### config.mk
export PLATFORM = sky130hd
export DESIGN_NAME = rr_arb5
export DESIGN_NICKNAME = d
export VERILOG_FILES = /design/src/rtl/rr_arb_pkg.sv /design/src/rtl/rr_pick5.sv /design/src/rtl/rr_arb5.sv
export SDC_FILE = /design/constraint.sdc
export NUM_CORES = 1
export LEC_CHECK = 0
export ABC_CLOCK_PERIOD_IN_PS = 5300
export CAP_MARGIN = 10
export CORE_MARGIN = 4
export CORE_UTILIZATION = 65
export CTS_BUF_LIST = sky130_fd_sc_hd__clkbuf_8
export DETAILED_ROUTE_END_ITERATION = 7
export DONT_BUFFER_PORTS = 1
export MAX_ROUTING_LAYER = met4
export PLACE_DENSITY = 0.81
export SYNTH_ARGS = -nofsm -noshare
export SYNTH_HDL_FRONTEND = slang
export SYNTH_SLANG_ARGS = --single-unit
### constraint.sdc
create_clock -name C -period 5.3 [get_ports C]
set_clock_uncertainty 0.1 [all_clocks]
set_input_delay 0.795 -clock C [delete_from_list [all_inputs] [get_ports C]]
set_output_delay 0.795 -clock C [all_outputs]
set_load 0.005 [all_outputs]
### src/rtl/rr_arb_pkg.sv
// Shared constants, state encoding and pointer helper for the 5-way round-robin arbiter.
// No timing of its own; no backpressure.
package rr_arb_pkg;

  localparam int N_REQ = 5;
  localparam int ID_W  = 3;
  localparam int CNT_W = 8;

  typedef enum logic {
    ST_IDLE = 1'b0,
    ST_OWN  = 1'b1
  } state_t;

  // Pointer starts at the last requester so requester 0 wins the first search.
  localparam logic [ID_W-1:0] PTR_RST = 3'd4;

  function automatic logic [ID_W-1:0] next_idx(input logic [ID_W-1:0] i);
    return (i >= ID_W'(N_REQ - 1)) ? '0 : i + 1'b1;
  endfunction

endpackage

### src/rtl/rr_pick5.sv
// Rotating priority search: first set request bit strictly after ptr, wrapping; ptr itself lowest.
// Purely combinational, zero latency; no backpressure.
module rr_pick5
  import rr_arb_pkg::*;
(
  input  logic [N_REQ-1:0] req,
  input  logic [ID_W-1:0]  ptr,
  output logic [N_REQ-1:0] win,
  output logic [ID_W-1:0]  win_id,
  output logic             found
);

  logic [ID_W-1:0] idx;

  always_comb begin
    idx    = ptr;
    win_id = '0;
    found  = 1'b0;
    for (int k = 0; k < N_REQ; k++) begin
      idx = next_idx(idx);
      if (!found && req[idx]) begin
        found  = 1'b1;
        win_id = idx;
      end
    end
    win = found ? (N_REQ'(1) << win_id) : '0;
  end

endmodule

### src/rtl/rr_arb5.sv
// 5-way round-robin arbiter, registered one-hot grant; optional hold timeout via RR_ARB5_TIMEOUT_EN.
// Grant 1 cycle after request sampled; requesters wait (level-held REQ) until granted.
module rr_arb5
  import rr_arb_pkg::*;
#(
  parameter int MAX_HOLD = 16
) (
  input  logic             C,
  input  logic             RB,
  input  logic [N_REQ-1:0] REQ,
  output logic [N_REQ-1:0] GNT,
  output logic             GNT_VLD,
  output logic [ID_W-1:0]  GNT_ID,
  output logic [CNT_W-1:0] BUSY_CNT
);

`ifdef RR_ARB5_TIMEOUT_EN
  localparam bit TO_EN = 1'b1;
`else
  localparam bit TO_EN = 1'b0;
`endif

  localparam logic [CNT_W-1:0] HOLD_LIM = CNT_W'(MAX_HOLD);

  state_t          state;
  logic [ID_W-1:0] ptr;

  logic [N_REQ-1:0] win;
  logic [ID_W-1:0]  win_id;
  logic             found;

  rr_pick5 u_pick (
    .req    (REQ),
    .ptr    (ptr),
    .win    (win),
    .win_id (win_id),
    .found  (found)
  );

  logic owner_req;
  logic others;
  logic timeout;
  logic do_load;
  logic do_drop;

  // While owning, ptr equals the owner, so the search naturally ranks the owner last;
  // the limit is tested as >= so a requester arriving after the limit is not starved.
  always_comb begin
    owner_req = |(REQ & GNT);
    others    = |(REQ & ~GNT);
    timeout   = TO_EN && (state == ST_OWN) && (BUSY_CNT >= HOLD_LIM) && others;
    do_load   = found && ((state == ST_IDLE) || !owner_req || timeout);
    do_drop   = (state == ST_OWN) && !owner_req && !found;
  end

  always_ff @(posedge C) begin
    if (!RB) begin
      state    <= ST_IDLE;
      ptr      <= PTR_RST;
      GNT      <= '0;
      GNT_VLD  <= 1'b0;
      GNT_ID   <= '0;
      BUSY_CNT <= '0;
    end else if (do_load) begin
      state    <= ST_OWN;
      ptr      <= win_id;
      GNT      <= win;
      GNT_VLD  <= 1'b1;
      GNT_ID   <= win_id;
      BUSY_CNT <= CNT_W'(1);
    end else if (do_drop) begin
      state    <= ST_IDLE;
      GNT      <= '0;
      GNT_VLD  <= 1'b0;
      GNT_ID   <= '0;
      BUSY_CNT <= '0;
    end else if (state == ST_OWN && BUSY_CNT != '1) begin
      BUSY_CNT <= BUSY_CNT + CNT_W'(1);
    end
  end

endmodule

==> results.md <==
* Status: complete, no violations
* Finished layout cell area at 1708 sq um
* Pin count of the biggest net entering global routing at 14
* Hold Vio Cnt, Final at 0
* First-pass GRT wire length at 7258 um
* Synthesized area per cell at 8.127 sq um
* Relative slew slack at 45.40%
* Pwr/cell area at 842.6 nW/um^2
* Most frequent cells in the layout: dfxtp_1 (20), nor2_1 (17), inv_1 (14), nand2_1 (14), nand3_1 (11)
* Global placement routability congestion at 1.012
* Sequential share of power at 15.7%
* Synth Instances at 204
* Total global routing track utilization at 27.62%
* Via count at 1658
* Final ANT Viol Nets at 0
* Post-synth net total at 218
* GRT overflow at 0
* P_sw at 0.7600 mW
* Boundary Pins at 24
* Synth unique cells at 64
* FF+latch count, synth at 20
* Simple-Gate Fraction of Synth Area at 27.62%
* Worst Setup End Kind: flop
* YS warnings at 0
* Die area at 3422 sq um
* Clk sinks at 20
* Largest family of logic cells by synthesized area: compound AO/OA/AOI/OAI gates
* Hold buffers post-CTS at 0
* Vias in the first global route at 1582
* WL final at 4278 um
* Fmax at 0.2125 GHz
* Comb pwr share at 76.2%
* CTS tree: yes
* Area growth syn-to-layout at 3.019%
* N_diodes at 0
* Kind of critical path: reg -> reg
* Synth Area in Compound Gates at 31.09%
* Fillers at 196
* Hold WS at 410.6 ps
* Pre-CTS setup slack at 696.4 ps
* Final Util at 69.57%
* Clock power frac at 8.0%
* Gates resized, CTS repair at 0
* Initial antenna violation count at 0
* Crit path launch type: flop
* Layout Nets at 216
* Final Cycle Share at 88.78%
* Required time of the critical path at 5380 ps
* Layout cells sized above 1 at 10.95%
* Clk Latency, worst-skew pair at 260 ps
* Drt wl/cell at 18.52 um
* Clk buf depth at 2
* Post-route setup slack at 594.4 ps
* Die Span Y at 58.50 um
* Post-CTS setup buffers at 0
* Final setup vio count at 0
* Multiplexer share of the synthesized area at 1.962%
* Mapped cell area at 1658 sq um
* Sequential area share after synthesis at 24.15%
* Drt drc at 0
* Core box area at 2455 sq um
* Ys flop type: dfxtp_1
* Critical path fanouts, max at 11
* XOR/XNOR Fraction of Synth Area at 3.698%
* Port buffer count at 0
* # Max-Cap Violations at 0
* Row count at 18
* Most common cell after layout, fill and taps aside: dfxtp_1
* Iteration-0 DRC Markers at 124
* Pins over their slew limit at 0
* Worst VDD drop at 0.5148 mV
* Flop2flop setup slack at 590 ps
* RSZ-0062 raised after global routing: false
* H-Tree Depth at 1
* Drt pass-1 iters at 4
* Worst-path clk slew at 70 ps
* Clk root buf: clkbuf_8
* Leakage power at 0.6421 nW
* Setup total negative slack at 0 ps
* Post-synth EDFFs at 0
* Hpwl dp at 3144 um
* HP Class: reg -> reg
* TritonCTS Buffers at 3
* Synth async-reset ratio at 0%
* Tmin final at 4706 ps
* Die width at 58.50 um
* Starting Density at 67.53%
* Placed inst area at 1653 sq um
* Sw Share at 52.81%
* Post-Synth Adder-Cell Area at 5.283%
* Int Power at 0.6791 mW
* DR vias/cell at 7.177
* Slew @ Worst Pin at 807.7 ps
* Worst Path Arrival at 4780 ps
## state kept, by name, indices dropped and copies added, names as in the netlist
name and count:
GNT_ID 3, BUSY_CNT 8, state 1, GNT 5, ptr 3
## through the flow
stage          power, mW  std cells
2_1_floorplan      1.112        204
3_3_place_gp       1.256        227
3_5_place_dp       1.285        227
4_1_cts            1.408        231
5_1_grt            1.556        231
6_report           1.439        231
## cells in the mapped netlist (all sizes together), types with 2 or more instances
master | number | area [sq um]
and2 | 4 | 25.02
o31ai | 4 | 30.03
mux2 | 2 | 22.52
buf | 6 | 38.79
a32oi | 2 | 25.03
xor2 | 5 | 43.79
nor2 | 18 | 70.07
o211ai | 4 | 30.03
xnor2 | 2 | 17.52
o21bai | 2 | 15.01
nand2 | 15 | 58.81
nand4b | 2 | 32.53
o41ai | 2 | 17.52
ha | 7 | 87.58
a31oi | 4 | 25.02
nor3b | 2 | 15.01
a311o | 3 | 30.03
inv | 16 | 60.06
a21oi | 7 | 35.03
nor2b | 5 | 31.28
nand3 | 12 | 65.06
nand2b | 3 | 18.77
a31o | 2 | 17.52
dfxtp | 20 | 400.4
nand4 | 9 | 56.30
nor4b | 3 | 38.79
or3 | 2 | 12.51
o21ai | 11 | 66.32
a22oi | 4 | 30.03
a311oi | 5 | 56.31
## path summary, 6_finish.rpt
check,from,cells past startpoint,to
setup / recovery,ptr[0]$_SDFFE_PN0P_,20,GNT[0]$_SDFFE_PN0P_
hold / removal,GNT_ID[2]$_SDFFE_PN0P_,1,GNT_ID[2]$_SDFFE_PN0P_
setup reg to reg,ptr[0]$_SDFFE_PN0P_,20,GNT[0]$_SDFFE_PN0P_
hold reg to reg,GNT_ID[2]$_SDFFE_PN0P_,1,GNT_ID[2]$_SDFFE_PN0P_
## power groups by stage
stage | Combinational [mW] | Clock, mW | Sequential [mW]
final | 1.10 | 0.116 | 0.226
after detailed placement | 1.06 | 0 | 0.229
after global routing | 1.20 | 0.126 | 0.233
after CTS | 1.07 | 0.116 | 0.226
after floorplan | 0.905 | 0 | 0.207
after global placement | 1.03 | 0 | 0.227
## worst max-delay path, cell delays in order (launching register included)
cell and delay (ps):
dfxtp_1 550, inv_2 110, ha_1 350, nor2b_1 160, ha_1 310, inv_1 50, a21oi_1 150, ha_1 300
nand2b_1 120, inv_1 70, ha_1 370, nand2_1 80, inv_1 90, ha_1 250, a311oi_1 70, a2111o_1 430
o21ai_0 130, o21ai_1 150, a221oi_2 370, nand4_1 180, o31ai_1 220
## routing by layer
layer | GRT usage (%) | vias up | share of wire [%]
met5 | - | - | 0
met4 | 13.25 | 0 | 3.6
met3 | 4.605 | 17 | 7.2
met2 | 43.70 | 86 | 47
met1 | 34.05 | 778 | 42
li1 | - | 777 | -
## cell type report
type	count	area, sq um	area share (%)
inverters	16	60.06	3.516
multi-input cells	161	1155	67.62
well taps	30	37.54	2.198
clock buffers	4	55.05	3.223
flip-flops and latches	20	400.4	23.44
## logic make-up (layout without fill, tap and decap cells)
family / Yosys count / count (layout)
adder cells (fa/ha/maj): 7 / 7
flip-flops: 20 / 20
AND/OR/NAND/NOR: 80 / 80
multiplexers: 3 / 3
buffers and inverters: 23 / 20
AO/OA/AOI/OAI: 64 / 64
XOR/XNOR: 7 / 7
Note: power is estimated with default switching activity, not from simulation.
